File: src/rtl/fb_pkg.sv
// fb_pkg: shared types and default geometry for the framebuffer scan reader.
// Holds the scan FSM state enum and default address/timing constants.
package fb_pkg;

  typedef enum logic [1:0] {
    S_IDLE = 2'd0,
    S_SCAN = 2'd1,
    S_FEND = 2'd2
  } fb_state_e;

  localparam int DEF_ADDR_W   = 16;
  localparam int DEF_H_ACTIVE = 256;
  localparam int DEF_V_ACTIVE = 256;
  localparam int DEF_STRIDE   = 256;

endpackage

File: src/rtl/fb_valid_pipe.sv
// fb_valid_pipe: delays valid/frame_start/line_end by RD_LAT+1 stages.
// Ports: clk, rst_n (async low), i_vld/i_fs/i_le in, o_vld/o_fs/o_le out,
//        o_load = valid one stage before the output (pixel capture strobe).
module fb_valid_pipe
  import fb_pkg::*;
#(
  parameter int RD_LAT = 1
) (
  input  logic clk,
  input  logic rst_n,
  input  logic i_vld,
  input  logic i_fs,
  input  logic i_le,
  output logic o_vld,
  output logic o_fs,
  output logic o_le,
  output logic o_load
);

  localparam int N = RD_LAT + 1;

  // Each stage is {le, fs, vld}; stage 0 in the low bits.
  logic [3*N-1:0] r_sh;

  always_ff @(posedge clk or negedge rst_n) begin
    if (!rst_n) begin
      r_sh <= '0;
    end else begin
      r_sh <= {r_sh[3*N-4:0], i_le, i_fs, i_vld};
    end
  end

  assign {o_le, o_fs, o_vld} = r_sh[3*N-1 -: 3];

  // RAM data for a word is on mem_rdata while its flag sits
  // in the stage just before the output.
  assign o_load = r_sh[3*(N-2)];

endmodule

File: src/rtl/fb_scan_reader.sv
// fb_scan_reader: raster-scans a double-buffered framebuffer over a RAM port.
// Ports: clk, reset (async low), enable, pix_tick, base0/base1, swap_req,
//        mem_addr/mem_rdata, pixel/pixel_valid, x/y, frame_start, line_end,
//        active_buf.
module fb_scan_reader
  import fb_pkg::*;
#(
  parameter int ADDR_W   = DEF_ADDR_W,
  parameter int DATA_W   = 32,
  parameter int H_ACTIVE = DEF_H_ACTIVE,
  parameter int V_ACTIVE = DEF_V_ACTIVE,
  parameter int STRIDE   = DEF_STRIDE,
  parameter int RD_LAT   = 1
) (
  input  logic              clk,
  input  logic              reset,
  input  logic              enable,
  input  logic              pix_tick,
  input  logic [ADDR_W-1:0] base0,
  input  logic [ADDR_W-1:0] base1,
  input  logic              swap_req,
  output logic [ADDR_W-1:0] mem_addr,
  input  logic [DATA_W-1:0] mem_rdata,
  output logic [DATA_W-1:0] pixel,
  output logic              pixel_valid,
  output logic [15:0]       x,
  output logic [15:0]       y,
  output logic              frame_start,
  output logic              line_end,
  output logic              active_buf
);

  localparam logic [15:0] X_LAST = 16'(H_ACTIVE - 1);
  localparam logic [15:0] Y_LAST = 16'(V_ACTIVE - 1);
  localparam logic [ADDR_W-1:0] STEP = ADDR_W'(STRIDE);
  localparam logic [ADDR_W-1:0] ONE = ADDR_W'(1);

  fb_state_e r_state;
  fb_state_e w_next;

  logic [15:0]       r_x;
  logic [15:0]       r_y;
  logic [ADDR_W-1:0] r_line_base;
  logic [ADDR_W-1:0] r_addr;
  logic [DATA_W-1:0] r_pixel;
  logic              r_buf;
  logic              r_pend;

  logic              w_issue;
  logic              w_xlast;
  logic              w_ylast;
  logic              w_fs;
  logic              w_le;
  logic              w_load;
  logic              w_buf_new;
  logic [ADDR_W-1:0] w_base_cur;
  logic [ADDR_W-1:0] w_base_new;

  assign w_xlast = (r_x == X_LAST);
  assign w_ylast = (r_y == Y_LAST);
  assign w_fs = w_issue && (r_x == '0) && (r_y == '0);
  assign w_le = w_issue && w_xlast;

  // A request in the frame-end cycle itself still counts.
  assign w_buf_new = r_buf ^ (r_pend | swap_req);
  assign w_base_cur = r_buf ? base1 : base0;
  assign w_base_new = w_buf_new ? base1 : base0;

  always_ff @(posedge clk or negedge reset) begin
    if (!reset) begin
      r_state <= S_IDLE;
    end else begin
      r_state <= w_next;
    end
  end

  always_comb begin
    w_next = r_state;
    w_issue = 1'b0;
    unique case (r_state)
      S_IDLE: begin
        if (enable) w_next = S_SCAN;
      end
      S_SCAN: begin
        if (enable && pix_tick) begin
          w_issue = 1'b1;
          if (w_xlast && w_ylast) w_next = S_FEND;
        end
      end
      S_FEND: begin
        w_next = enable ? S_SCAN : S_IDLE;
      end
      default: begin
        w_next = S_IDLE;
      end
    endcase
  end

  always_ff @(posedge clk or negedge reset) begin
    if (!reset) begin
      r_x <= '0;
      r_y <= '0;
      r_line_base <= '0;
      r_addr <= '0;
      r_buf <= 1'b0;
      r_pend <= 1'b0;
    end else begin
      r_pend <= (r_state == S_FEND) ? 1'b0 : (r_pend | swap_req);
      unique case (r_state)
        S_IDLE: begin
          if (enable) begin
            r_x <= '0;
            r_y <= '0;
            r_line_base <= w_base_cur;
            r_addr <= w_base_cur;
          end
        end
        S_SCAN: begin
          if (w_issue) begin
            if (w_xlast) begin
              r_x <= '0;
              if (w_ylast) begin
                r_y <= '0;
              end else begin
                r_y <= r_y + 16'd1;
                r_line_base <= r_line_base + STEP;
                r_addr <= r_line_base + STEP;
              end
            end else begin
              r_x <= r_x + 16'd1;
              r_addr <= r_addr + ONE;
            end
          end
        end
        S_FEND: begin
          r_buf <= w_buf_new;
          r_x <= '0;
          r_y <= '0;
          r_line_base <= w_base_new;
          r_addr <= w_base_new;
        end
        default: begin
          r_x <= '0;
          r_y <= '0;
        end
      endcase
    end
  end

  always_ff @(posedge clk or negedge reset) begin
    if (!reset) begin
      r_pixel <= '0;
    end else if (w_load) begin
      r_pixel <= mem_rdata;
    end
  end

  fb_valid_pipe #(
    .RD_LAT (RD_LAT)
  ) u_pipe (
    .clk    (clk),
    .rst_n  (reset),
    .i_vld  (w_issue),
    .i_fs   (w_fs),
    .i_le   (w_le),
    .o_vld  (pixel_valid),
    .o_fs   (frame_start),
    .o_le   (line_end),
    .o_load (w_load)
  );

  assign mem_addr = r_addr;
  assign pixel = r_pixel;
  assign x = r_x;
  assign y = r_y;
  assign active_buf = r_buf;

endmodule

File: config.mk
export PLATFORM = sky130hd
export DESIGN_NAME = fb_scan_reader
export DESIGN_NICKNAME = d
export VERILOG_FILES = /design/src/rtl/fb_pkg.sv /design/src/rtl/fb_valid_pipe.sv /design/src/rtl/fb_scan_reader.sv
export SDC_FILE = /design/constraint.sdc
export NUM_CORES = 1
export LEC_CHECK = 0
export CAP_MARGIN = 20
export CORE_MARGIN = 4
export CORE_UTILIZATION = 25
export DETAILED_ROUTE_END_ITERATION = 10
export PLACE_DENSITY = 0.52
export RECOVER_POWER = 50
export SYNTH_ARGS = -nofsm -noshare
export SYNTH_HDL_FRONTEND = slang
export SYNTH_SLANG_ARGS = --single-unit
File: constraint.sdc
create_clock -name clk -period 3 [get_ports clk]
set_input_delay 0.6 -clock clk [delete_from_list [all_inputs] [get_ports clk]]
set_output_delay 0.6 -clock clk [all_outputs]
set_load 0.03 [all_outputs]
==> impl_metrics.ini, run 1 <==
[cts]
ctsHoldBuffers = 0
numCtsBuffers = 9
worstSkewPairLatency_ns = 0.35
root_buffer = clkbuf_16
cts_num_sinks = 106
cts_resized = 0
cts_tree = yes
clkTransAtPathRegs_ns = 0.08
cts_max_level = 3
cts_setup_buffers = 0
clock_path_buffers = 2

[critical_path]
endpoint_kind = flip-flop
r2r_setup_slack_ns = 0.49
critPathKind = flip-flop to flip-flop
cpPeakStageDelay_ns = 0.46
worstPathArrival_ns = 2.75
reg2reg_depth = 5
reg2reg_to = r_line_base[11]
critPathMaxFanout = 15
timing.rr.start = x[12]
crit_buf_inv = 0
critPathLaunchType = flip-flop
critPathRequiredTime_ns = 3.24
crit_family = compound AO/OA/AOI/OAI gates
crit_chain = nor4_4, nand4_1, a21o_1, a211o_4, mux2_2
crit_slowest_cell = dfrtp_1

[logic_synthesis]
yosysTopAreaCellShare_pct = 46.0
ys_top_cells_by_count = dfrtp_1, nor2_1, nand2_1, mux2_2, o21ai_0
synth_area_leaders = dfrtp_1, mux2_2, mux2i_1, nor2_1, xor2_1
synth_nets = 662
netlist_area_sq_mm = 0.00577
synth.avg_cell_area_sq_um = 9.89
synth-edff-count = 0
yosys.area.top_type = dfrtp_1
postSynthCellCount = 583
ys.flop_type = dfrtp_1
ys_seq_elements = 106
yosys_warnings = 0
synth_most_common_cell = dfrtp_1
synth_cell_types = 47
yosysSeqAreaShare_pct = 46.0
async_reset_ff_share_pct = 100

[placed_design]
dp_hpwl_mm = 12.9
io_buffers = 152
gp_congestion = 0.779
dp_cells = 1004
pre_cts_slack_ns = -0.00786

[routing]
dr.pass1.iters = 4
via_per_inst = 4.71
drc = 0
wl_per_cell_um = 16.9
drt-initial-drc-count = 362
finalWirelength_mm = 17.2
vias = 4814
antenna_left = 0

[status]
status = finished with violations
violations = max-capacitance violations, max-slew violations

[timing]
fmax_mhz = 399
holdWs_ns = 0.349
final_min_period_over_clock_period_pct = 83.5
rsz0062_at_grt = false
slew_violations = 34
tightestPinTransition_ns = 1.81
fin_crit_ns = 2.51
hold_viol = 0
clock_skew_ns = 0.00996
relSlewSlack_pct = -20.4
setup_viol = 0
worst_slack_ns = 0.494

[die]
fp-row-count = 55
die_h_um = 160
die_w_um = 160
start_util_pct = 25.5
die_area_sq_mm = 0.0256
coreArea_sq_mm = 0.0226
ios = 153

[final_layout]
final_layout_size_suffix_gt1_share_pct = 10.1
layout.nets = 810
diodes = 0
fill_cells = 2300
fin_cells = 1021
syn_to_final_growth_pct = 37.1
multi_input_area_sq_mm = 0.00294
regArea_sq_mm = 0.00265

[run]
max-cap-violations = 1

[hold_path]
hold_path_class = flip-flop to flip-flop
hp-start = u_pipe.r_sh[1]
min_path_cells = 0
holdPathEnd = u_pipe.r_sh[4]

[pwr]
irDropWorstVdd_uv = 437
leakagePower_nw = 3.29
p_per_area_mw_per_mm2 = 871

[grt]
grt_max_degree = 50
antenna_found_initial = 0
track_usage_pct = 13.3
grt_pass1_vias = 4827
grt_first_pass_wirelength_mm = 27.6
gr-total-overflow = 0
==> cell type report <==
cell class | instances | area share, %
Multi-Input combinational cell | 433 | 37.1
Sequential cell | 106 | 33.5
Timing Repair Buffer | 167 | 20.5
Tap cell | 285 | 4.51
Clock buffer | 10 | 2.90
Clock inverter | 6 | 0.728
Inverter | 14 | 0.665
==> flip-flops by register name, indices dropped and copies added, names as in the netlist <==
name	flops
pixel	32
r_pend	1
r_state	2
u_pipe.r_sh	6
y	16
active_buf	1
r_line_base	16
x	16
mem_addr	16
==> where the power goes <==
group          switching, mW  internal [mW]
logic                   1.91           1.45
registers              0.450           1.90
clock network          0.593          0.584
total                   2.95           3.93
==> how the worst max path moves through the flow <==
stage | start | to | cells after the start
4_1_cts | swap_req | mem_addr[13] | 7
3_5_place_dp | swap_req | mem_addr[13] | 7
6_report | x[12] | r_line_base[11] | 5
3_3_place_gp | swap_req | mem_addr[11] | 7
5_1_grt | reset | r_line_base[15] | 2
2_1_floorplan | x[0] | mem_addr[4] | 8
==> cells in the final DEF (no fill, tap or decap), drive strengths merged, types with 7 or more instances in the layout <==
cell type and instances:
a211oi 8, a21oi 25, and2 7, and3 13, buf 12, clkbuf 14, clkdlybuf4s50 151, dfrtp 106
ha 10, inv 17, mux2 37, mux2i 26, nand2 50, nand3 26, nand4 13, nor2 55
nor2b 9, nor3 7, nor4 9, o21ai 36, o31ai 15, xnor2 18, xor2 23
==> logic make-up after synthesis <==
logic type,Yosys count,synth area share (%)
and+or+nand+nor,204,17.9
AOI/OAI and AO/OA,115,12.7
DFF,106,46.0
muxes,63,11.7
buffers and inverters,44,3.12
xor gates and xnor gates,41,6.36
adders and majority gates,10,2.17
==> metrics by stage <==
step	utilization [%]	total power [mW]	TNS, ns	area, sq um
after floorplan	-	4.39	0	5770
after global placement	33.7	5.74	0	7640
after detailed placement	33.7	5.76	-0.00786	7640
after CTS	35.0	6.96	0	7930
after global routing	34.9	7.33	0	7910
final	34.9	6.88	0	7910
==> layer usage <==
layer	global-route usage [%]	wire length [um]	part of all wire [%]	up-vias
met3	3.79	1160	6.7	11
met4	2.58	136	0.79	0
li1	-	-	-	2383
met5	0	0	0	-
met1	19.6	8770	51	2245
met2	19.6	7170	42	175
Power figures use the tool's default switching activity.
==> inputs of run 2 (changes only) <==
- PLACE_DENSITY: 0.52 -> 0.53
- clock period: 3 -> 2.3 ns (I/O delays scaled with it)
==> impl_metrics.ini, run 2 (synthesis gave the netlist of run 1 again) <==
[grt]
track_usage_pct = 13.4
gr-total-overflow = 0
grt_max_degree = 43
grt_pass1_vias = 4957
grt_first_pass_wirelength_mm = 28.0
antenna_found_initial = 0

[critical_path]
critPathMaxFanout = 9
crit_family = buffers and inverters
critPathLaunchType = flip-flop
crit_chain = clkdlybuf4s50_1
cpPeakStageDelay_ns = 0.77
critPathRequiredTime_ns = 1.84
crit_buf_inv = 1
endpoint_kind = primary output
crit_slowest_cell = clkdlybuf4s50_1
critPathKind = flip-flop to primary output
worstPathArrival_ns = 1.63

[timing]
setup_viol = 0
rsz0062_at_grt = false
final_min_period_over_clock_period_pct = 91.0
slew_violations = 0
fmax_mhz = 478
holdWs_ns = 0.207
clock_skew_ns = 0.0119
fin_crit_ns = 2.09
tightestPinTransition_ns = 1.02
relSlewSlack_pct = 32.2
hold_viol = 0

[placed_design]
dp_hpwl_mm = 13.1
gp_congestion = 0.778
io_buffers = 152
dp_cells = 1032
placed_area_sq_mm = 0.00789

[final_layout]
diodes = 0
multi_input_area_sq_mm = 0.00294
final_layout_size_suffix_gt1_share_pct = 13.9
syn_to_final_growth_pct = 41.3
fill_cells = 2298
regArea_sq_mm = 0.00265
layout.nets = 837
fin_area_sq_mm = 0.00815
final_cell_mix = clkdlybuf4s50_1, dfrtp_1, nor2_1, nand2_1
final_common_cell = clkdlybuf4s50_1
largest_reg_flops = 32
fin_cells = 1048

[status]
status = finished, final reports clean

[routing]
drc = 0
finalWirelength_mm = 17.1
via_per_inst = 4.70
vias = 4926
antenna_left = 0
wl_per_cell_um = 16.3
drt-initial-drc-count = 291
dr.pass1.iters = 4

[run]
max-cap-violations = 0

[cts]
root_buffer = clkbuf_16
cts_num_sinks = 106
numCtsBuffers = 9
clkTransAtPathRegs_ns = 0.08
cts_tree = yes
clock_path_buffers = 2
cts_max_level = 3
worstSkewPairLatency_ns = 0.36

[die]
ios = 153
die_h_um = 160
die_area_sq_mm = 0.0256
start_util_pct = 25.5
fp-row-count = 55
die_w_um = 160
coreArea_sq_mm = 0.0226

[pwr]
p_per_area_mw_per_mm2 = 1120
irDropWorstVdd_uv = 492
power_mw = 9.15
leakagePower_nw = 3.47

[hold_path]
hold_path_class = input pin to async pin
-- run 2: cell types whose count changed in the layout (fill, tap and decap cells not counted), sizes merged --
| cell | change |
|---|---|
| buf | +27 |
| clkbuf | -1 |
| inv | +1 |
-- run 2: final timing paths --
check	from	to	slack [ns]	cells after the start
worst max-delay path	y[2]	y[2]	0.21	1
worst min-delay path	reset	pixel[11]	0.21	1
worst max register to register	x[0]	mem_addr[12]	0.21	8
worst min register to register	u_pipe.r_sh[2]	u_pipe.r_sh[5]	0.35	0
max in group asynchronous	reset	x[5]	0.56	2
min in group clk	u_pipe.r_sh[2]	u_pipe.r_sh[5]	0.35	0
-- run 2: metal layers --
metal	track usage, %	part of all wire [%]	vias up
li1	-	-	2444
met1	19.2	49	2308
met2	20.1	42	165
met3	4.23	7.3	9
met4	2.82	0.93	0
met5	0	0	-
-- run 2: area by class of cell --
| type | count | area share (%) |
|---|---|---|
| multi-input cells | 433 | 36.1 |
| flip-flops and latches | 106 | 32.6 |
| repair buffers | 194 | 22.7 |
| well taps | 285 | 4.38 |
| clock buffers | 9 | 2.76 |
| clock inverters | 7 | 0.829 |
| inverters | 14 | 0.645 |
-- run 2: through the flow --
stage / worst slack (ns) / setup TNS (ns) / util [%]
after global placement: 0.0216 / 0 / 34.8
after floorplan: 0.0722 / 0 / -
final: 0.208 / 0 / 36.0
after detailed placement: -0.0373 / -0.0373 / 34.8
after CTS: 0.0566 / 0 / 36.1
after global routing: 0.00188 / 0 / 36.0
-- run 2: power by group --
| group | switching [mW] | total (mW) | internal (mW) |
|---|---|---|---|
| logic | 2.54 | 4.56 | 2.01 |
| registers | 0.568 | 3.05 | 2.48 |
| clock network | 0.785 | 1.55 | 0.765 |
-- run 2: what timing repair did --
item                       CTS  global route
gates resized for setup      0             1
hold buffers                 0             0
buffers inserted             0             0
setup endpoints to repair    0             8
